File: config.mk
export PLATFORM = sky130hd
export DESIGN_NAME = boot_controller
export DESIGN_NICKNAME = d
export VERILOG_FILES = /design/src/rtl/boot_controller.sv
export SDC_FILE = /design/constraint.sdc
export NUM_CORES = 1
export LEC_CHECK = 0
export CAP_MARGIN = 20
export CORE_UTILIZATION = 30
export CTS_CLUSTER_SIZE = 40
export DETAILED_ROUTE_END_ITERATION = 6
export PLACE_DENSITY_LB_ADDON = 0.1
export SETUP_SLACK_MARGIN = 0.4
export SLEW_MARGIN = 25
export SYNTH_ARGS = -nofsm -noshare
export SYNTH_HDL_FRONTEND = slang
export SYNTH_SLANG_ARGS = --single-unit
File: constraint.sdc
create_clock -name Clock -period 2.7 [get_ports Clock]
set_clock_uncertainty 0.15 [all_clocks]
set_input_delay 0.54 -clock Clock [delete_from_list [all_inputs] [get_ports Clock]]
set_output_delay 0.54 -clock Clock [all_outputs]
set_load 0.01 [all_outputs]
File: src/rtl/boot_controller.sv
// boot_controller
// Session controller between a host program loader, a single-port program
// SRAM and the 9-bit processor. It holds the processor in reset while the
// host streams an image into SRAM from address 0, then releases reset and
// raises Run. A processor store to HALT_ADDR ends the session. The store
// data becomes the exit code and the elapsed RUN-cycle count is kept.
//
// Ports:
//   Clock, Resetn          system clock; synchronous active-low reset
//   start, abort           host session control
//   ld_valid/ld_data/ld_last/ld_ready
//                          host image stream
//   cpu_resetn, cpu_run    to processor Resetn / Run
//   cpu_addr, cpu_dout, cpu_w
//                          processor store port
//   mem_addr, mem_din, mem_we
//                          SRAM port, combinational, zero added latency
//   busy, halted, exit_code, load_err, cycles
//                          session status
//   state_dbg              current FSM state, for observation only
//
// Handshake: a load word transfers on a posedge where ld_valid && ld_ready.
// ld_ready depends only on the state register. It never depends on
// ld_valid, so the host may hold ld_valid/ld_data/ld_last stable until
// the transfer.
module boot_controller #(
  parameter int             N         = 9,
  parameter logic [N-1:0]   HALT_ADDR = 9'h1FF,
  parameter int             CYC_W     = 16
) (
  input  logic             Clock,
  input  logic             Resetn,
  input  logic             start,
  input  logic             abort,
  input  logic             ld_valid,
  input  logic [N-1:0]     ld_data,
  input  logic             ld_last,
  output logic             ld_ready,
  output logic             cpu_resetn,
  output logic             cpu_run,
  input  logic [N-1:0]     cpu_addr,
  input  logic [N-1:0]     cpu_dout,
  input  logic             cpu_w,
  output logic [N-1:0]     mem_addr,
  output logic [N-1:0]     mem_din,
  output logic             mem_we,
  output logic             busy,
  output logic             halted,
  output logic [N-1:0]     exit_code,
  output logic             load_err,
  output logic [CYC_W-1:0] cycles,
  output logic [2:0]       state_dbg
);

  localparam logic [2:0] S_IDLE    = 3'd0;
  localparam logic [2:0] S_LOAD    = 3'd1;
  localparam logic [2:0] S_RELEASE = 3'd2;
  localparam logic [2:0] S_RUN     = 3'd3;
  localparam logic [2:0] S_HALTED  = 3'd4;

  // Last address an image word may occupy. HALT_ADDR itself is reserved.
  localparam logic [N-1:0] LAST_ADDR = HALT_ADDR - N'(1);

  logic [2:0]   state;
  logic [2:0]   state_next;
  logic [N-1:0] ptr;
  logic         accept;
  logic         halt_store;
  logic         enter_load;

  assign accept     = (state == S_LOAD) && ld_valid;
  assign halt_store = (state == S_RUN) && cpu_w && (cpu_addr == HALT_ADDR);
  assign enter_load = (state != S_LOAD) && (state_next == S_LOAD);

  always_comb begin
    state_next = state;
    case (state)
      S_IDLE, S_HALTED: begin
        if (start) state_next = S_LOAD;
      end
      S_LOAD: begin
        if (accept) begin
          if (ld_last)               state_next = S_RELEASE;
          else if (ptr == LAST_ADDR) state_next = S_IDLE;
        end
      end
      S_RELEASE: state_next = S_RUN;
      S_RUN: begin
        if (halt_store || abort) state_next = S_HALTED;
      end
      default: state_next = S_IDLE;
    endcase
  end

  always_ff @(posedge Clock) begin
    if (!Resetn) begin
      state      <= S_IDLE;
      ptr        <= '0;
      cpu_resetn <= 1'b0;
      exit_code  <= '0;
      load_err   <= 1'b0;
      cycles     <= '0;
    end else begin
      state <= state_next;
      // Registered so the processor sees a clean edge. The processor leaves
      // reset on entry to RELEASE and stays out of reset through HALTED.
      cpu_resetn <= (state_next == S_RELEASE) || (state_next == S_RUN) ||
                    (state_next == S_HALTED);
      if (enter_load) begin
        ptr       <= '0;
        cycles    <= '0;
        exit_code <= '0;
        load_err  <= 1'b0;
      end else begin
        if (accept) begin
          ptr <= ptr + N'(1);
          if (!ld_last && (ptr == LAST_ADDR)) load_err <= 1'b1;
        end
        if (state == S_RUN) begin
          if (cycles != '1) cycles <= cycles + CYC_W'(1);
          // When a halt store and abort arrive together, the halt store
          // takes priority and its data is kept.
          if (halt_store)  exit_code <= cpu_dout;
          else if (abort)  exit_code <= '0;
        end
      end
    end
  end

  assign ld_ready  = (state == S_LOAD);
  assign cpu_run   = (state == S_RUN);
  assign busy      = (state == S_LOAD) || (state == S_RELEASE) || (state == S_RUN);
  assign halted    = (state == S_HALTED);
  assign state_dbg = state;

  // The SRAM belongs to the loader during LOAD and to the processor
  // otherwise. The halt store is kept out of memory.
  assign mem_addr = (state == S_LOAD) ? ptr     : cpu_addr;
  assign mem_din  = (state == S_LOAD) ? ld_data : cpu_dout;
  assign mem_we   = accept ||
                    ((state == S_RUN) && cpu_w && (cpu_addr != HALT_ADDR));

endmodule

==> results.sh <==
export IMPL_final_cell_mix="clkdlybuf4s50_1, dfxtp_1, nand2_1, buf_6, a21oi_1"
export IMPL_p_total_mw=1.510
export IMPL_path_class="flop to primary output"
export IMPL_hold_viol_final=0
export IMPL_cp_max_fo=4
export IMPL_fin_crit_ps=2422
export IMPL_die_h_um=87.97
export IMPL_grt_pass1_vias=2174
export IMPL_nFillCells=680
export IMPL_die_area_mm2=0.007738
export IMPL_pwr_share_comb=0.316
export IMPL_worstSetupEndpointType="primary output"
export IMPL_powerDensity_mw_per_mm2=433.3
export IMPL_port_buffers=86
export IMPL_synth_edf_count=0
export IMPL_dr_pass1_iters=4
export IMPL_seq_area_frac_synth=0.3521
export IMPL_synth_top_area_cell="dfxtp_1"
export IMPL_design_portCount=87
export IMPL_status="finished, final reports clean"
export IMPL_seq_area_um2=783.3
export IMPL_synth_nets=283
export IMPL_design_area_mm2=0.003485
export IMPL_async_flop_share=0
export IMPL_drv_cap=0
export IMPL_seq_power_share=0.391
export IMPL_grt_pass1_wl_um=10480
export IMPL_rows=30
export IMPL_vias=2252
export IMPL_finalMaxSlewViolations=0
export IMPL_setup_tns_ps=0
export IMPL_multi_input_area_mm2=0.001360
export IMPL_avgSynthCellArea_um2=9.013
export IMPL_syn_area_mm2=0.002217
export IMPL_insertion_delay_ps=290
export IMPL_yosysTopAreaCellShare=0.3521
export IMPL_setup_viol_count_final=0
export IMPL_ant_nets=0
export IMPL_ys_ff_latch=39
export IMPL_place_congestion=0.8155
export IMPL_power_switching_mw=0.4195
export IMPL_clockPowerShare=0.294
export IMPL_cts_tree="built"
export IMPL_nNetsFinal=384
export IMPL_worst_pin_slew_ps=643.9
export IMPL_ys_top_cells_by_area="dfxtp_1, mux2_2, or3_1, nand2_1, a22o_1"
export IMPL_relSlewSlack=0.5707
export IMPL_grt_max_degree=20
export IMPL_final_common_cell="clkdlybuf4s50_1"
export IMPL_min_path_type="flop to flop"
export IMPL_ys_types=48
export IMPL_dpl_cell_area_mm2=0.003221
export IMPL_worstPathRequired_ps=2010
export IMPL_p_leak_nw=1.332
export IMPL_fin_crit_sh=0.8971
export IMPL_ys_warnings_count=0
export IMPL_num_antenna_cells=0
export IMPL_root_buffer="clkbuf_8"
export IMPL_drt_initial_drc_count=59
export IMPL_antenna_found_initial=0
export IMPL_clockBufferDepth=2
export IMPL_swShare=0.2778
export IMPL_grt_overflow=0
export IMPL_routed_via_density=5.072
export IMPL_grt_util_all_layers=0.1757
export IMPL_cts_max_level=2
export IMPL_rsz0062_at_grt="yes"
export IMPL_internal_power_mw=1.090
export IMPL_synthCells=246
export IMPL_numClockSinks=39
export IMPL_initial_core_util=0.3176
export IMPL_dp_hpwl_um=4620
export IMPL_drt_total_wl_um=6479
export IMPL_avgRoutedWirePerCell_um=14.59
export IMPL_drc=0
export IMPL_clk_pin_slew_ps=80
export IMPL_worst_ep_arrival_time_ps=1730
export IMPL_core_area_mm2=0.006982
export IMPL_irDropWorstVdd_v=0.0002240
export IMPL_drive_gt1_frac=0.2299
export IMPL_die_w_um=87.97
export IMPL_area_delta_synth_final_pct=57.17
export IMPL_ys_flop_type="dfxtp_1"
export IMPL_cts_buffers=5
export IMPL_max_freq_mhz=412.8
export IMPL_cp_start_kind="flop"
[cell usage after synthesis, types with 8 or more instances]
cell type,instances
nor2_1,11
or3_1,14
mux2_2,17
nand2_1,23
o21ai_0,10
nor3_1,10
a21oi_1,15
nand3_1,8
a22o_1,9
dfxtp_1,39
[flip-flops by register name, indices dropped and copies added (netlist names)]
register and count:
cycles 16, exit_code 9, ptr 9, state_dbg 3, cpu_resetn 1, load_err 1
[stage by stage]
step,setup slack (ps),utilization,hold WS [ps],std cells
after detailed placement,47.55,0.4613,311.3,427
after global placement,70.57,0.4613,311.6,427
after floorplan,416.5,-,332.4,246
final,277.8,0.4991,337.9,444
after global routing,210.9,0.4991,346.3,444
after CTS,261.5,0.4968,338.6,444
[cell families (layout without fill, tap and decap cells)]
logic type / Yosys count / in the layout / share of synthesized area
multiplexers: 24 / 24 / 0.1179
buffers and inverters: 22 / 124 / 0.05192
AO/OA/AOI/OAI: 46 / 46 / 0.1405
XOR/XNOR: 6 / 6 / 0.02370
flip-flops: 39 / 39 / 0.3521
AND/OR/NAND/NOR: 106 / 106 / 0.2968
adder cells (fa/ha/maj): 3 / 3 / 0.01693
[power groups by stage]
stage	combinational [mW]	sequential, mW	clock, mW
floorplan	0.201	0.607	0
global placement	0.393	0.603	0
detailed placement	0.392	0.603	0
CTS	0.477	0.590	0.457
global route	0.510	0.592	0.479
finish	0.476	0.590	0.443
[final cells by class]
class	count	share of cell area
Clock buffer	8	0.02873
Inverter	9	0.01185
Multi-Input combinational cell	185	0.3903
Sequential cell	39	0.2248
Tap cell	96	0.03447
Timing Repair Buffer	106	0.3077
Timing Repair inverter	1	0.002154
[final timing paths]
path	from	to	slack, ps	depth (start not counted)
setup reg to reg	state_dbg[2]	exit_code[4]	750	7
setup / recovery	state_dbg[2]	mem_din[6]	280	5
hold reg to reg	exit_code[0]	exit_code[0]	340	1
hold / removal	exit_code[0]	exit_code[0]	340	1
[layer usage]
layer | vias to the layer above | wire length (um) | global-route usage
met5 | - | 0 | 0
met4 | 0 | 54 | 0.05514
met3 | 4 | 412 | 0.05090
met2 | 75 | 3083 | 0.2939
met1 | 1056 | 2929 | 0.2171
li1 | 1117 | - | -
[repair_timing]
item | in CTS | in global routing
resized for setup | 116 | 5
pin swaps | 4 | 0
cloned | 2 | 0
hold buffers | 0 | 0
setup buffers | 7 | 0
endpoints found under the setup margin | 22 | 19
[worst max-delay path, stage by stage (launching register included)]
cell	delay, ps
dfxtp_2	330
or3b_4	470
clkinvlp_4	130
buf_6	100
mux2_4	290
buf_6	120
No activity file was read; power rests on OpenSTA's default activity.
